**config.mk**
```make
export PLATFORM = sky130hd
export DESIGN_NAME = inst_fetch_unit_flat
export DESIGN_NICKNAME = d
export VERILOG_FILES = /design/src/rtl/inst_fetch_unit_if.sv /design/src/rtl/inst_fetch_unit.sv /design/src/flat_wrapper.sv
export SDC_FILE = /design/constraint.sdc
export NUM_CORES = 1
export LEC_CHECK = 0
export ABC_AREA = 1
export CORE_MARGIN = 4
export CORE_UTILIZATION = 45
export DETAILED_ROUTE_END_ITERATION = 16
export PLACE_DENSITY = 0.77
export SYNTH_ARGS = -nofsm -noshare
export SYNTH_HDL_FRONTEND = slang
export SYNTH_SLANG_ARGS = --single-unit
```
**constraint.sdc**
```tcl
create_clock -name clk -period 4.7 [get_ports clk]
set_input_delay 0.47 -clock clk [delete_from_list [all_inputs] [get_ports clk]]
set_output_delay 0.47 -clock clk [all_outputs]
set_load 0.05 [all_outputs]
```
**src/rtl/inst_fetch_unit_if.sv**
```systemverilog
// Instruction SRAM request/acknowledge bundle between the fetch unit (master)
// and the instruction memory (slave).
interface inst_fetch_unit_if #(
  parameter int PC_DATA_WIDTH     = 20,
  parameter int INSTRUCTION_WIDTH = 32
);
  // Handshake: imem_req/imem_addr are raised by the master and held stable until
  // the cycle imem_ack=1; imem_ack is only meaningful while imem_req=1 and carries
  // imem_rdata for that same cycle (zero-wait acks are allowed).
  logic                         imem_req;
  logic [PC_DATA_WIDTH-1:0]     imem_addr;
  logic                         imem_ack;
  logic [INSTRUCTION_WIDTH-1:0] imem_rdata;

  modport master (output imem_req, output imem_addr, input imem_ack, input imem_rdata);
  modport slave  (input imem_req, input imem_addr, output imem_ack, output imem_rdata);
endinterface

```
**src/rtl/inst_fetch_unit.sv**
```systemverilog
// uDLX fetch front end: PC, SRAM request handshake, prefetch FIFO, flush/drop handling.
// Optional perf counters enabled by defining FETCH_PERF_CNT_EN.
module inst_fetch_unit #(
  parameter int                     PC_DATA_WIDTH     = 20,
  parameter int                     INSTRUCTION_WIDTH = 32,
  parameter int                     FIFO_DEPTH        = 2,
  parameter logic [PC_DATA_WIDTH-1:0] RESET_PC        = '0
) (
  input  logic                         clk,
  input  logic                         rst,
  input  logic                         stall,
  input  logic                         flush,
  input  logic [PC_DATA_WIDTH-1:0]     branch_target,
  inst_fetch_unit_if.master            imem,
  output logic                         inst_valid,
  output logic [INSTRUCTION_WIDTH-1:0] instruction_out,
  output logic [PC_DATA_WIDTH-1:0]     new_pc_out,
  output logic [31:0]                  stall_cycles,
  output logic [31:0]                  fetch_count,
  output logic                         dbg_state_o
);

  localparam int PTR_W = $clog2(FIFO_DEPTH);
  localparam int CNT_W = PTR_W + 1;
  localparam logic [CNT_W-1:0] DEPTH_C = CNT_W'(FIFO_DEPTH);

  typedef enum logic {S_FETCH, S_DROP} state_e;

  state_e                       state_q, state_d;
  logic [PC_DATA_WIDTH-1:0]     pc_q, pc_d;
  logic [PC_DATA_WIDTH-1:0]     req_addr_q, req_addr_d;
  logic                         outstanding_q, outstanding_d;
  logic [PTR_W-1:0]             rd_ptr_q, rd_ptr_d, wr_ptr_q, wr_ptr_d;
  logic [CNT_W-1:0]             count_q, count_d;
  logic [PC_DATA_WIDTH-1:0]     fifo_pc_q   [FIFO_DEPTH];
  logic [INSTRUCTION_WIDTH-1:0] fifo_inst_q [FIFO_DEPTH];

  logic                         req;
  logic                         push;
  logic                         pop;
  logic [PC_DATA_WIDTH-1:0]     pc_plus4;
  logic [PC_DATA_WIDTH-1:0]     target_aligned;
  logic                         unused_target_lsbs;

  assign pc_plus4           = pc_q + PC_DATA_WIDTH'(4);
  assign target_aligned     = {branch_target[PC_DATA_WIDTH-1:2], 2'b00};
  assign unused_target_lsbs = ^branch_target[1:0];

  assign inst_valid      = (count_q != '0);
  assign instruction_out = inst_valid ? fifo_inst_q[rd_ptr_q] : '0;
  assign new_pc_out      = inst_valid ? fifo_pc_q[rd_ptr_q]   : '0;
  assign dbg_state_o     = (state_q == S_DROP);

  assign imem.imem_req  = req;
  assign imem.imem_addr = outstanding_q ? req_addr_q : pc_q;

  always_comb begin
    state_d       = state_q;
    pc_d          = pc_q;
    req_addr_d    = req_addr_q;
    outstanding_d = 1'b0;
    rd_ptr_d      = rd_ptr_q;
    wr_ptr_d      = wr_ptr_q;
    count_d       = count_q;
    req           = 1'b0;
    push          = 1'b0;
    pop           = 1'b0;

    // A flush never starts a fresh request in its own cycle; the target goes out next cycle.
    if (state_q == S_DROP) begin
      req = 1'b1;
    end else begin
      req = outstanding_q | (~flush & (count_q < DEPTH_C));
    end
    if (rst) req = 1'b0;

    if (req && !outstanding_q) req_addr_d = pc_q;
    outstanding_d = req & ~imem.imem_ack;

    push = (state_q == S_FETCH) & req & imem.imem_ack & ~flush;
    pop  = inst_valid & ~stall & ~flush;

    if (push) pc_d = pc_plus4;

    case (state_q)
      S_FETCH: if (flush && req && !imem.imem_ack) state_d = S_DROP;
      S_DROP:  if (imem.imem_ack) state_d = S_FETCH;
      default: state_d = S_FETCH;
    endcase

    if (flush) begin
      pc_d     = target_aligned;
      rd_ptr_d = '0;
      wr_ptr_d = '0;
      count_d  = '0;
    end else begin
      if (push) wr_ptr_d = wr_ptr_q + PTR_W'(1);
      if (pop)  rd_ptr_d = rd_ptr_q + PTR_W'(1);
      count_d = count_q + CNT_W'(push) - CNT_W'(pop);
    end
  end

  always_ff @(posedge clk) begin
    if (rst) begin
      state_q       <= S_FETCH;
      pc_q          <= RESET_PC;
      req_addr_q    <= RESET_PC;
      outstanding_q <= 1'b0;
      rd_ptr_q      <= '0;
      wr_ptr_q      <= '0;
      count_q       <= '0;
    end else begin
      state_q       <= state_d;
      pc_q          <= pc_d;
      req_addr_q    <= req_addr_d;
      outstanding_q <= outstanding_d;
      rd_ptr_q      <= rd_ptr_d;
      wr_ptr_q      <= wr_ptr_d;
      count_q       <= count_d;
    end
  end

  // Storage is qualified by count_q, so it needs no reset.
  always_ff @(posedge clk) begin
    if (push) begin
      fifo_pc_q[wr_ptr_q]   <= pc_plus4;
      fifo_inst_q[wr_ptr_q] <= imem.imem_rdata;
    end
  end

`ifdef FETCH_PERF_CNT_EN
  logic [31:0] stall_cycles_q;
  logic [31:0] fetch_count_q;

  always_ff @(posedge clk) begin
    if (rst) begin
      stall_cycles_q <= '0;
      fetch_count_q  <= '0;
    end else begin
      if (inst_valid && stall) stall_cycles_q <= stall_cycles_q + 32'd1;
      if (push)                fetch_count_q  <= fetch_count_q + 32'd1;
    end
  end

  assign stall_cycles = stall_cycles_q;
  assign fetch_count  = fetch_count_q;
`else
  assign stall_cycles = '0;
  assign fetch_count  = '0;
`endif

endmodule
```
**src/flat_wrapper.sv**
```systemverilog
// flat-port wrapper written by rule: the top's interface ports become plain ports
module inst_fetch_unit_flat 
#(
  parameter int                     PC_DATA_WIDTH     = 20,
  parameter int                     INSTRUCTION_WIDTH = 32,
  parameter int                     FIFO_DEPTH        = 2,
  parameter logic [PC_DATA_WIDTH-1:0] RESET_PC        = '0
)
  (clk, rst, stall, flush, branch_target, inst_valid, instruction_out, new_pc_out, stall_cycles, fetch_count, dbg_state_o, imem_imem_req, imem_imem_addr, imem_imem_ack, imem_imem_rdata);
  inst_fetch_unit_if #(.PC_DATA_WIDTH(PC_DATA_WIDTH), .INSTRUCTION_WIDTH(INSTRUCTION_WIDTH)) imem_i ();
  input  logic clk;
  input  logic rst;
  input  logic stall;
  input  logic flush;
  input  logic [PC_DATA_WIDTH-1:0] branch_target;
  output logic inst_valid;
  output logic [INSTRUCTION_WIDTH-1:0] instruction_out;
  output logic [PC_DATA_WIDTH-1:0] new_pc_out;
  output logic [31:0] stall_cycles;
  output logic [31:0] fetch_count;
  output logic dbg_state_o;
  output wire logic [$bits(imem_i.imem_req)-1:0] imem_imem_req;
  output wire logic [$bits(imem_i.imem_addr)-1:0] imem_imem_addr;
  input wire logic [$bits(imem_i.imem_ack)-1:0] imem_imem_ack;
  input wire logic [$bits(imem_i.imem_rdata)-1:0] imem_imem_rdata;
  assign imem_imem_req = imem_i.imem_req;
  assign imem_imem_addr = imem_i.imem_addr;
  assign imem_i.imem_ack = imem_imem_ack;
  assign imem_i.imem_rdata = imem_imem_rdata;
  inst_fetch_unit #(.PC_DATA_WIDTH(PC_DATA_WIDTH), .INSTRUCTION_WIDTH(INSTRUCTION_WIDTH), .FIFO_DEPTH(FIFO_DEPTH), .RESET_PC(RESET_PC)) u_core (.clk(clk), .rst(rst), .stall(stall), .flush(flush), .branch_target(branch_target), .imem(imem_i), .inst_valid(inst_valid), .instruction_out(instruction_out), .new_pc_out(new_pc_out), .stall_cycles(stall_cycles), .fetch_count(fetch_count), .dbg_state_o(dbg_state_o));
endmodule
```
==> metrics.md, run 1 <==
| Metric | Value |
|---|---|
| Status | `finished clean` |
| Pwr dens | `around 380 mW/mm²` |
| Slew headroom | `~29%` |
| Final instance area | `roughly 0.0085 mm²` |
| Leakage Power | `between 3 and 4 nW` |
| Layout area overhead | `26.8%` |
| First-pass GRT wire length | `22,900 µm` |
| Crit path time final | `3.25 ns` |
| R2R depth | `9` |
| Clock transition at path regs | `0.06 ns` |
| Crit path from | `u_core.count_q[1]` |
| Hold Crit Class | `flop to flop` |
| Area of the die | `0.0169 mm²` |
| Synth cell types | `34` |
| Max-slew violations | `0` |
| Final core occ | `about three fifths` |
| Layout Skew | `about 0.0066 ns` |
| Top-level port count | `between 150 and 200` |
| DRC violations left | `0` |
| WL/cell | `roughly 14 µm` |
| Crit path kind | `flop to output port` |
| Yosys warnings | `0` |
| CTS Buf Count | `17` |
| Post-synth ARST share | `0%` |
| Placed cell count | `between 1,000 and 1,500` |
| Hold-fix buffers, CTS | `0` |
| Critical path capture point type | `output port` |
| Seq/Total Area, Yosys | `between 50% and 60%` |
| WHS Endpoint | `u_core.req_addr_q[4]` |
| Pin count of the biggest net entering global routing | `approximately 50` |
| Final Hold Viols | `0` |
| DP Wirelength | `9930 µm` |
| ANT cells | `0` |
| Setup Fix Bufs, Post-CTS | `0` |
| CTS Sinks | `about 140` |
| RSZ-0062 raised after global routing | `false` |
| Critical-path cell list | `nor2_4 > buf_4 > a21oi_1 > clkdlybuf4s50_1` |
| Avg Cell Area, Syn | `just over 9 µm²` |
| Initial Util | `46.0%` |
| Vias per cell | `4.73` |
| Worst skew pair latency | `roughly 0.42 ns` |
| R2R Path End | `u_core.count_q[1]` |
| Final ANT Viol Nets | `0` |
| Startpoint class of the critical path | `flop` |
| # resized after CTS | `0` |
| Num rows | `44` |
| Max rail drop VDD | `0.227 mV` |
| Hold path cells | `2` |
| Worst path arrival time | `between 2 and 3 ns` |
| Most common cell after layout, fill and taps aside | `nand2_1` |
| Share of cells above drive strength 1 | `roughly 7.4%` |
| Post-synth EDFFs | `100` |
| CTS H-tree lvls | `4` |
| Routed via count | `roughly 4,900` |
| Critical path data required time | `4.23 ns` |
| Slew @ Worst Pin | `between 1 and 1.5 ns` |
| Port bufs | `125` |
| Number of setup violations in the final report | `0` |
| Max-cap viol count | `0` |
| Main synth FF type | `edfxtp_1` |
| Cells after Synth | `roughly 730` |
| Final TNS setup | `0 ns` |
| Die height | `about 130 µm` |
| Worst R2R Setup Slack | `approximately 1.9 ns` |
| Slowest-stage cell, CP | `nor2_4` |
| NumNets Final | `around 900` |
| DRT iter0 DRCs | `roughly 360` |
| Vias in the first global route | `roughly 4,500` |
| Grt total ovfl | `0` |
| Critical register-to-register path startpoint | `u_core.count_q[1]` |
| Hold_sp | `u_core.req_addr_q[4]` |
| Non-filler cells, final | `approximately 1,000` |
| Buffer type at the clock tree root | `clkbuf_16` |
| CTS tree | `done` |
| Post-synthesis sequential element count | `between 100 and 150` |
| Fmax | `around 0.3 GHz` |
| DRT Pass-1 Iters | `5` |
| Worst-path fanout max | `43` |
| Total track usage | `between 10% and 20%` |
| DRT Wirelength | `14,800 µm` |
| Number of fill cells | `between 1,000 and 1,500` |
| CP delay by family, top | `buffers and inverters` |
| Core Area | `approximately 0.015 mm²` |
| Final period utilization | `between 60% and 70%` |
| Most frequent cells in the layout | `221 x nand2_1, 125 x clkdlybuf4s50_1, 100 x edfxtp_1` |
| Post-DP Area | `0.00785 mm²` |
| Initial antenna violation count | `0` |
| Mapped Area | `approximately 0.0067 mm²` |
| Clk buf depth | `2` |
| Hold slack | `between 0.4 and 0.5 ns` |
| RePlAce Congestion | `0.851` |
| Crit-path max cell delay | `0.85 ns` |
| Die W | `around 130 µm` |
| WP buf/inv | `2` |
[metrics by stage]
stage / power (mW) / worst slack [ns]
2_1_floorplan: 1.75 / 1.03
3_5_place_dp: 1.82 / 1.43
6_report: 3.19 / 1.45
3_3_place_gp: 1.82 / 1.44
5_1_grt: 3.29 / 1.27
4_1_cts: 3.21 / 1.42
[sequential cells by signal, indices dropped and copies added, names as in the netlist, named ones only]
register / count
u_core.req_addr_q: 18
u_core.outstanding_q: 1
u_core.count_q: 2
u_core.dbg_state_o: 1
u_core.wr_ptr_q: 1
u_core.pc_q: 18
u_core.fifo_pc_q: 36
u_core.rd_ptr_q: 1
u_core.fifo_inst_q: 64
[routing by layer]
layer | share of wire, % | vias to the layer above | global-route usage, %
li1 | - | 2493 | -
met1 | 46 | 2235 | 23.4
met2 | 46 | 187 | 28.5
met3 | 7.2 | 13 | 5.03
met4 | 0.97 | 0 | 5.32
met5 | 0 | - | 0
[synthesized netlist by cell type, types with 2 or more instances]
cell        n  area share [%]
nor2_2      3            0.28
o21ai_0    36             2.7
nand4_1     3            0.28
and2_1      4            0.37
nand2_2     7            0.66
xor2_1      5            0.66
dfxtp_1    43              13
nand2_1   221              12
inv_1      43             2.4
nor2_4      2            0.34
nor2_1     38             2.1
a31oi_1     2            0.19
nand3_1    25             1.9
ha_1        3            0.56
a21oi_1    68             5.1
clkbuf_1   25             1.4
o31ai_1     4            0.45
buf_4      74             8.3
xnor2_1     2            0.26
inv_2       3            0.17
o21ai_1     2            0.15
edfxtp_1  100              45
[final cells by class]
| cell class | instances | area [µm²] | area share, % |
|---|---|---|---|
| flip-flops and latches | 143 | 3860 | 45.6 |
| multi-input cells | 501 | 2250 | 26.6 |
| repair buffers | 134 | 1330 | 15.7 |
| clock buffers | 17 | 425 | 5.02 |
| well taps | 184 | 230 | 2.72 |
| clock inverters | 15 | 195 | 2.30 |
| inverters | 47 | 176 | 2.08 |
[power breakdown]
| group | total [mW] | internal (mW) | leakage, nW | switching, mW |
|---|---|---|---|---|
| sequential | 1.40 | 1.38 | 1.26 | 0.0231 |
| clock | 1.39 | 0.883 | 0.288 | 0.510 |
| combinational | 0.394 | 0.105 | 1.69 | 0.289 |
[tightest hold or removal path, stage by stage (launching register included)]
cell	delay, ns
dfxtp_1	0.30
inv_1	0.06
o31ai_1	0.07
[kinds of logic (layout without fill, tap and decap cells)]
family                   count (synthesis)  in the layout  share of synthesized area [%]
AO/OA/AOI/OAI                          116            116                           9.19
XOR/XNOR                                 7              7                          0.917
flip-flops                             143            143                           57.8
buffers and inverters                  148            213                           12.6
AND/OR/NAND/NOR                        307            307                           18.9
other                                    1             68                         0.0561
adder cells (fa/ha/maj)                  3              3                          0.562
[worst max-delay path by stage]
| stage | depth (start not counted) | slack [ns] | to |
|---|---|---|---|
| detailed placement | 6 | 1.43 | u_core.fifo_inst_q[1][4] |
| CTS | 4 | 1.42 | instruction_out[16] |
| global placement | 6 | 1.44 | u_core.fifo_inst_q[1][4] |
| global route | 4 | 1.27 | instruction_out[16] |
| floorplan | 4 | 1.03 | u_core.fifo_inst_q[1][0] |
| finish | 4 | 1.45 | instruction_out[16] |
Note: power is estimated with default switching activity, not from simulation.
==> run 2: changes to the inputs <==
- clock period: 4.7 -> 3.05 ns (I/O delays scaled with it)
==> metrics.md, run 2 (synthesis gave the netlist of run 1 again) <==
| Metric | Value |
|---|---|
| Initial antenna violation count | `0 (unchanged)` |
| Hold Crit Class | `primary input to flop` |
| Critical path data required time | `2.74 ns (-1.49 ns)` |
| Final core occ | `58.2% (-0.095 points)` |
| Die height | `130 µm (unchanged)` |
| Initial Util | `46.0% (unchanged)` |
| Startpoint class of the critical path | `flop` |
| Final TNS setup | `0 ns (unchanged)` |
| DRT iter0 DRCs | `307 (-14%)` |
| First-pass GRT wire length | `23,400 µm (+2.1%)` |
| Max rail drop VDD | `0.385 mV (+70%)` |
| Final period utilization | `86.8%` |
| Worst skew pair latency | `0.42 ns (about the same)` |
| Final instance area | `0.00846 mm² (-0.16%)` |
| Slew headroom | `55.9% (+27 points)` |
| Area of the die | `0.0169 mm² (unchanged)` |
| Clk buf depth | `2 (unchanged)` |
| Worst R2R Setup Slack | `1.11 ns (-0.80 ns)` |
| Status | `finished clean` |
| DRT Wirelength | `14,900 µm (+0.61%)` |
| ANT cells | `0 (unchanged)` |
| # resized after CTS | `0 (unchanged)` |
| Die W | `130 µm (unchanged)` |
| Buffer type at the clock tree root | `clkbuf_16` |
| Hold-fix buffers, CTS | `0 (unchanged)` |
| Vias in the first global route | `4,632 (+2.5%)` |
| Vias per cell | `4.69 (-0.93%)` |
| WL/cell | `14.3 µm (+0.32%)` |
| CTS Buf Count | `17 (unchanged)` |
| R2R depth | `7 (-2)` |
| Pwr dens | `581 mW/mm² (+54%)` |
| Largest register FFs | `64 (unchanged)` |
| Hold path cells | `2 (unchanged)` |
| Core Area | `0.0145 mm² (unchanged)` |
| Crit path kind | `flop to output port` |
| Leakage Power | `3.30 nW (+1.9%)` |
| Final Hold Viols | `0 (unchanged)` |
| Most frequent cells in the layout | `221 x nand2_1, 106 x clkdlybuf4s50_1, 100 x edfxtp_1` |
| CTS H-tree lvls | `4 (unchanged)` |
| NumNets Final | `907 (+0.33%)` |
| DP Wirelength | `10,400 µm (+4.3%)` |
| Post-DP Area | `0.00784 mm² (-0.16%)` |
| Number of fill cells | `1,276 (-0.93%)` |
| Worst-path fanout max | `33 (-23%)` |
| Max-cap viol count | `0 (unchanged)` |
| CTS tree | `done` |
| Port bufs | `125 (unchanged)` |
| RePlAce Congestion | `0.820 (-3.6%)` |
| Setup Fix Bufs, Post-CTS | `0 (unchanged)` |
| Total track usage | `17.9% (+0.17 points)` |
| Number of setup violations in the final report | `0 (unchanged)` |
| Routed via count | `4,896 (-0.65%)` |
| RSZ-0062 raised after global routing | `false` |
| Share of cells above drive strength 1 | `9.77% (+2.4 points)` |
| DRC violations left | `0 (unchanged)` |
| Fmax | `around 0.38 GHz` |
| Biggest registers after layout | `u_core.fifo_inst_q (64), u_core.fifo_pc_q (36)` |
| Clock transition at path regs | `0.05 ns (about the same)` |
| Slew @ Worst Pin | `0.660 ns (-0.404 ns)` |
| Layout area overhead | `26.6%` |
| Critical path capture point type | `output port` |
| DRT Pass-1 Iters | `5 (unchanged)` |
| Num rows | `44 (unchanged)` |
| Biggest register | `u_core.fifo_inst_q` |
| Final ANT Viol Nets | `0 (unchanged)` |
| Most common cell after layout, fill and taps aside | `nand2_1` |
| Layout Skew | `0.00796 ns (+0.00141 ns)` |
| Worst path arrival time | `2.34 ns (-0.44 ns)` |
| Grt total ovfl | `0 (unchanged)` |
| CTS Sinks | `143 (unchanged)` |
| Pin count of the biggest net entering global routing | `52 (+2.0%)` |
| Crit path time final | `roughly 2.6 ns` |
| Top-level port count | `196 (unchanged)` |
| Max-slew violations | `0 (unchanged)` |
run 2: changes by cell type in the layout (fill, tap and decap cells not counted):
cell and delta:
buf_4 +21, buf_12 +1, clkbuf_1 +1, clkinv_4 -2
inv_6 +2, clkinvlp_2 -1, clkdlybuf4s50_1 -19
run 2: layout make-up:
cell class	count	area (µm²)	area share, %
repair buffers	137	1320	15.6
flip-flops and latches	143	3860	45.7
clock buffers	18	429	5.07
well taps	184	230	2.72
multi-input cells	501	2250	26.6
clock inverters	14	190	2.25
inverters	47	176	2.09
run 2: per-stage QoR:
stage          hold slack [ns]  setup slack [ns]  instances  power [mW]
2_1_floorplan            0.377             0.212        792        2.69
3_3_place_gp             0.460             0.603       1012        2.80
3_5_place_dp             0.467             0.559       1012        2.81
4_1_cts                  0.438             0.382       1044        4.95
5_1_grt                  0.447             0.180       1044        5.08
6_report                 0.456             0.404       1044        4.92
run 2: where the power goes:
part	total [mW]	switching [mW]	internal, mW
combinational	0.609	0.447	0.162
sequential	2.16	0.0357	2.13
clock	2.15	0.780	1.37
run 2: layer usage:
layer | part of all wire, % | global-route usage [%] | up-vias | wire length [µm]
met4 | 1.6 | 6.66 | 0 | 240
met1 | 43 | 23.0 | 2205 | 6360
met3 | 7.8 | 4.09 | 18 | 1160
met5 | 0 | 0 | - | 0
met2 | 48 | 29.7 | 179 | 7150
li1 | - | - | 2494 | -
run 2: path summary, 6_finish.rpt:
| check | startpoint | endpoint |
|---|---|---|
| max reg2reg | u_core.count_q[1] | u_core.count_q[1] |
| min | imem_imem_ack | u_core.outstanding_q |
| max | flop | instruction_out[21] |
| min reg2reg | u_core.req_addr_q[8] | u_core.req_addr_q[8] |
run 2: worst max-delay path, cell delays in order, from the launching register on:
cell and delay [ns]:
dfxtp_2 0.33, inv_2 0.45, nand2_1 0.11, a21oi_1 0.19, clkdlybuf4s50_1 0.83
==> run 3: changes to the inputs <==
- CORE_UTILIZATION: 45 -> 30
- PLACE_DENSITY: 0.77 -> unset
==> metrics.md, run 3 (synthesis gave the netlist of run 1 again) <==
| Metric | Value |
|---|---|
| Status | `finished clean` |
| Crit-path max cell delay | `0.83 ns (about the same)` |
| DRT Pass-1 Iters | `4 (-1)` |
| Clock transition at path regs | `0.06 ns (about the same)` |
| Core Area | `0.0219 mm² (+51%)` |
| Critical path data required time | `2.74 ns (about the same)` |
| Die W | `157 µm (+21%)` |
| Number of setup violations in the final report | `0 (unchanged)` |
| Startpoint class of the critical path | `flop` |
| ANT cells | `0 (unchanged)` |
| CTS Buf Count | `17 (unchanged)` |
| Pwr dens | `579 mW/mm² (-0.32%)` |
| Area of the die | `0.0247 mm² (+47%)` |
| Grt total ovfl | `0 (unchanged)` |
| Biggest register | `u_core.fifo_inst_q` |
| DP Wirelength | `11,000 µm (+6.2%)` |
| Hold Crit Class | `primary input to flop` |
| Final TNS setup | `0 ns (unchanged)` |
| Max-cap viol count | `0 (unchanged)` |
| CTS H-tree lvls | `4 (unchanged)` |
| Port bufs | `125 (unchanged)` |
| CTS tree | `done` |
| Setup Fix Bufs, Post-CTS | `0 (unchanged)` |
| Critical-path cell list | `inv_2 > nand2_1 > a21oi_1 > clkdlybuf4s50_1` |
| Initial Util | `30.5% (-15 points)` |
| Worst path arrival time | `2.36 ns (+0.02 ns)` |
| Hold slack | `0.445 ns (-0.0116 ns)` |
| Non-filler cells, final | `1,144 (+9.6%)` |
| Buffer type at the clock tree root | `clkbuf_16` |
| Crit path time final | `2.67 ns (+0.0202 ns)` |
| Pin count of the biggest net entering global routing | `51 (-1.9%)` |
| Total track usage | `13.1% (-4.8 points)` |
| Routed via count | `4,872 (-0.49%)` |
| Most frequent cells in the layout | `221 x nand2_1, 103 x clkdlybuf4s50_1, 100 x edfxtp_1` |
| Critical path capture point type | `output port` |
| Clk buf depth | `2 (unchanged)` |
| Biggest registers after layout | `u_core.fifo_inst_q (64), u_core.fifo_pc_q (36)` |
| First-pass GRT wire length | `24,900 µm (+6.3%)` |
| Crit path kind | `flop to output port` |
| Final period utilization | `87.4% (+0.66 points)` |
| Share of cells above drive strength 1 | `10.5% (+0.76 points)` |
| Most common cell after layout, fill and taps aside | `nand2_1` |
| DRT iter0 DRCs | `256 (-17%)` |
| NumNets Final | `911 (+0.44%)` |
| Final instance area | `0.00863 mm² (+2.0%)` |
| DRC violations left | `0 (unchanged)` |
| WL/cell | `14.2 µm (-0.53%)` |
| Layout area overhead | `29.1%` |
| Max-slew violations | `0 (unchanged)` |
| Slowest-stage cell, CP | `clkdlybuf4s50_1` |
| Slew @ Worst Pin | `0.666 ns (+0.00509 ns)` |
| Pre-CTS setup slack | `0.514 ns (-0.0444 ns)` |
| Overall power | `5.00 mW (+1.7%)` |
| Max rail drop VDD | `0.370 mV (-4.1%)` |
| Num rows | `54 (+23%)` |
| WP buf/inv | `2 (unchanged)` |
| Worst-path fanout max | `33 (unchanged)` |
| Hold-fix buffers, CTS | `0 (unchanged)` |
| Layout Skew | `0.00933 ns (+0.00136 ns)` |
| CTS Sinks | `143 (unchanged)` |
| Vias in the first global route | `4,536 (-2.1%)` |
| Placed cell count | `1,112 (+9.9%)` |
| Worst skew pair latency | `0.42 ns (about the same)` |
| Post-DP Area | `0.00798 mm² (+1.8%)` |
| Final WS setup | `0.384 ns (-0.0202 ns)` |
| Final ANT Viol Nets | `0 (unchanged)` |
| Vias per cell | `4.26 (-9.2%)` |
| RePlAce Congestion | `0.765 (-6.7%)` |
| Slew headroom | `55.6% (-0.30 points)` |
| Fmax | `0.375 GHz (-0.76%)` |
| Die height | `157 µm (+21%)` |
| Initial antenna violation count | `0 (unchanged)` |
| RSZ-0062 raised after global routing | `false` |
| CP delay by family, top | `buffers and inverters` |
| # resized after CTS | `0 (unchanged)` |
| Leakage Power | `3.34 nW (+1.1%)` |
| Final Hold Viols | `0 (unchanged)` |
| DRT Wirelength | `16,300 µm (+9.0%)` |
| Final core occ | `39.4% (-19 points)` |
| Top-level port count | `196 (unchanged)` |
| Largest register FFs | `64 (unchanged)` |
-- run 3: changes by cell type in the layout (fill, tap and decap cells not counted) --
cell,previous run,this run
buf_4,29,36
clkinv_2,2,1
clkdlybuf4s50_1,106,103
inv_6,2,0
clkinvlp_4,4,3
clkbuf_1,1,2
clkbuf_8,0,4
clkinv_1,2,1
-- run 3: cell type report --
type,instances,area [µm²]
well taps,280,350
repair buffers,141,1340
fillers,2237,13300
flip-flops and latches,143,3860
inverters,47,176
clock inverters,9,156
clock buffers,23,488
multi-input cells,501,2250
-- run 3: worst paths after layout --
path | startpoint | end | slack [ns] | cells after the start
max | flop | instruction_out[2] | 0.38 | 4
min reg2reg | u_core.req_addr_q[4] | u_core.req_addr_q[4] | 0.47 | 2
max reg2reg | u_core.outstanding_q | u_core.count_q[1] | 0.84 | 9
min | imem_imem_ack | u_core.outstanding_q | 0.44 | 2
-- run 3: routing by layer --
metal / global-route usage (%) / part of all wire, % / vias up
met5: 0 / 0 / -
met4: 3.07 / 0.81 / 0
met3: 3.60 / 6.5 / 9
met2: 20.7 / 46 / 173
met1: 17.9 / 47 / 2185
li1: - / - / 2505
-- run 3: worst reg2reg max path, stage by stage (launching register included) --
cell	delay, ns
dfxtp_1	0.30
buf_4	0.32
nor2_1	0.15
o21ai_4	0.11
nand4_2	0.27
inv_2	0.31
ha_1	0.21
xnor2_1	0.07
or2_2	0.28
a21oi_1	0.13
-- run 3: power by group --
group | leakage (nW) | internal (mW) | switching, mW
registers | 1.26 | 2.13 | 0.0359
logic | 1.77 | 0.164 | 0.450
clock network | 0.306 | 1.46 | 0.767
total | 3.34 | 3.75 | 1.25
==> RTL change: new RTL, flow settings as in run 2 <==
`FIFO_DEPTH` is set to 2 in 2 places; all go to 4.
--- a/src/rtl/inst_fetch_unit.sv
+++ b/src/rtl/inst_fetch_unit.sv
@@ -3,7 +3,7 @@
 module inst_fetch_unit #(
   parameter int                     PC_DATA_WIDTH     = 20,
   parameter int                     INSTRUCTION_WIDTH = 32,
-  parameter int                     FIFO_DEPTH        = 2,
+  parameter int                     FIFO_DEPTH        = 4,
   parameter logic [PC_DATA_WIDTH-1:0] RESET_PC        = '0
 ) (
   input  logic                         clk,
--- a/src/flat_wrapper.sv
+++ b/src/flat_wrapper.sv
@@ -3,7 +3,7 @@
 #(
   parameter int                     PC_DATA_WIDTH     = 20,
   parameter int                     INSTRUCTION_WIDTH = 32,
-  parameter int                     FIFO_DEPTH        = 2,
+  parameter int                     FIFO_DEPTH        = 4,
   parameter logic [PC_DATA_WIDTH-1:0] RESET_PC        = '0
 )
   (clk, rst, stall, flush, branch_target, inst_valid, instruction_out, new_pc_out, stall_cycles, fetch_count, dbg_state_o, imem_imem_req, imem_imem_addr, imem_imem_ack, imem_imem_rdata);
Formal check against the unedited RTL: not equivalent (a bounded check fails within 4 cycles, from zero or initial values and one cycle with rst high).
==> RTL change against run 2 <==
Routed wire length rose by 59%; sequential cell count rose by 104; maximum frequency barely moved; clock skew rose by 0.0026 ns; sequential power rose by 73%; sequential share of layout area rose by 6.0 points; non-clock buffer count rose by 3; synthesized area rose by 63%; power rose by 49%; clock power rose by 33%; design area rose by 59%; worst setup slack got worse by 0.0011 ns; critical endpoint is now instruction_out[13]; largest cell class unchanged.
==> RTL change: results (changes against run 2) <==
| Metric | Value |
|---|---|
| CTS resizes | `0 (unchanged)` |
| Post-Layout Cell Count | `1522 (+46%)` |
| CP max-delay cell | `dfxtp_4` |
| Synth top area cells | `edfxtp_1 (55%), dfxtp_1 (8.6%), nor2_1 (8.3%), o21ai_0 (6.1%), buf_4 (4.9%)` |
| Post-DP HPWL | `14600 µm (+41%)` |
| FF-to-FF setup slack | `0.90 ns (-0.21 ns)` |
| Layout net count | `1249 (+38%)` |
| Post-synthesis async set-or-reset flop share | `0 (unchanged)` |
| Leak | `4.88 nW (+48%)` |
| Crit-path max cell delay | `0.76 ns (-0.07 ns)` |
| Top post-synthesis cells by count | `nor2_1 (242), edfxtp_1 (200), o21ai_0 (132)` |
| Clk Latency, worst-skew pair | `0.53 ns (+0.11 ns)` |
| First-pass GRT wire length | `37000 µm (+58%)` |
| GPL Wtd Cong | `0.826 (+0.72%)` |
| Hold wc startpoint | `imem_imem_ack` |
| Ys flop type | `edfxtp_1` |
| Drt initial violations | `655 (+110%)` |
| Drt wl/cell | `15.6 µm (+9.2%)` |
| Largest registers | `u_core.fifo_inst_q (128), u_core.fifo_pc_q (72)` |
| Post-synth EDFFs | `200 (+100%)` |
| Slew @ Worst Pin | `0.682 ns (+0.0214 ns)` |
| H-tree levels | `1 (-3)` |
| CTS Buf Count | `25 (+8)` |
| # diodes | `0 (unchanged)` |
| Share of cells above drive strength 1 | `0.102 (+0.00457)` |
| Routing usage on met2 | `0.281 (-0.0167)` |
| Worst hold path type | `input pin to flip-flop` |
| Post-synth cell types | `32 (-5.9%)` |
| Met3 Track Usage GR | `0.0353 (-0.00561)` |
| Syn_area_per_cell | `10.1 µm² (+10%)` |
| Worst-path fanout max | `60 (+82%)` |
| Vias in the first global route | `7150 (+54%)` |
| CP arrival | `2.34 ns (about the same)` |
| Worst Skew | `0.0106 ns (+0.00263 ns)` |
| Yosys warns | `0 (unchanged)` |
| Met1 global-route usage | `0.235 (+0.00586)` |
| Hold Path Cell Cnt | `2 (unchanged)` |
| Largest net degree at the start of global routing | `65 (+25%)` |
| Via count | `7594 (+55%)` |
| RR Startpoint | `u_core.count_q[2]` |
| Outcome | `complete, no violations` |
| Peak supply drop | `362 µV (-6.0%)` |
| Dpl ws | `0.398 ns (-0.161 ns)` |
| Clock transition at path regs | `0.06 ns` |
| First-pass DRT Iterations | `5 (unchanged)` |
| Total GRT Usage | `0.172 (-0.00651)` |
| Hold EP | `u_core.outstanding_q` |
| Seq/Total Area, Yosys | `0.638 (+0.0597)` |
| Reg2Reg Capture Point | `u_core.count_q[2]` |
| Post-CTS setup buffer count | `0 (unchanged)` |
| # fillers | `1912 (+50%)` |
| CTS Buffer Depth | `3 (+1)` |
| Hold_ws | `0.383 ns (-0.0732 ns)` |
| Worst Reg-to-Reg Cells | `9 (+2)` |
| Initial antenna violation count | `0 (unchanged)` |
## RTL change: changes by cell type in the layout (fill, tap and decap cells not counted), moves of 8 or more
cell	change
buf_4	-13
clkbuf_16	+8
clkdlybuf4s50_1	-32
nor2_1	+203
inv_1	+8
edfxtp_1	+100
o21ai_0	+96
nand2_1	-95
buf_12	+48
o21ai_1	+8
## RTL change: worst max-delay path by stage
stage	start	endpoint	slack [ns]
5_1_grt	flip-flop	instruction_out[13]	0.15
6_report	flip-flop	instruction_out[13]	0.40
3_5_place_dp	imem_imem_ack	u_core.count_q[2]	0.40
3_3_place_gp	imem_imem_ack	u_core.count_q[2]	0.44
2_1_floorplan	u_core.dbg_state_o	u_core.fifo_inst_q[0][0]	-0.31
4_1_cts	flip-flop	instruction_out[13]	0.35
## RTL change: critical path, delay by kind of cell, from the launching register on
family,cells,cell delay (ns)
DFF,1,0.76
buffers and inverters,2,0.47
AOI/OAI and AO/OA,2,0.41
and+or+nand+nor,2,0.16
## RTL change: layer usage
| layer | wire, µm | part of all wire |
|---|---|---|
| met2 | 11000 | 0.46 |
| met3 | 2310 | 0.097 |
| met5 | 0 | 0 |
| met4 | 500 | 0.021 |
| met1 | 9950 | 0.42 |
## RTL change: kinds of logic after synthesis
group,synth area share
flops,0.638
simple gates,0.153
buf+inv,0.0887
xor+xnor,0.00563
fa+ha+maj,0.00988
compound gates,0.104
other cells,0.000344
## RTL change: final cells by class
type	instances	area (µm²)	area share
clock inverters	17	118	0.00875
clock buffers	29	651	0.0484
multi-input cells	716	3270	0.243
flip-flops and latches	247	6950	0.517
repair buffers	140	1860	0.138
inverters	54	203	0.0151
well taps	319	399	0.0297
## RTL change: per-stage QoR
stage / util / setup TNS (ns) / cell area [µm²]
after floorplan: - / -61.13 / 11200
after global placement: 0.537 / 0 / 12700
after detailed placement: 0.537 / 0 / 12700
after CTS: 0.570 / 0 / 13400
after global routing: 0.570 / 0 / 13400
final: 0.570 / 0 / 13400
## RTL change: power breakdown
part           switching (mW)  leakage, nW  internal [mW]  total (mW)
Combinational           0.514         2.31          0.202       0.716
Sequential             0.0374         2.19           3.69        3.73
Clock                    1.24        0.379           1.62        2.86
Total                    1.80         4.88           5.51        7.31
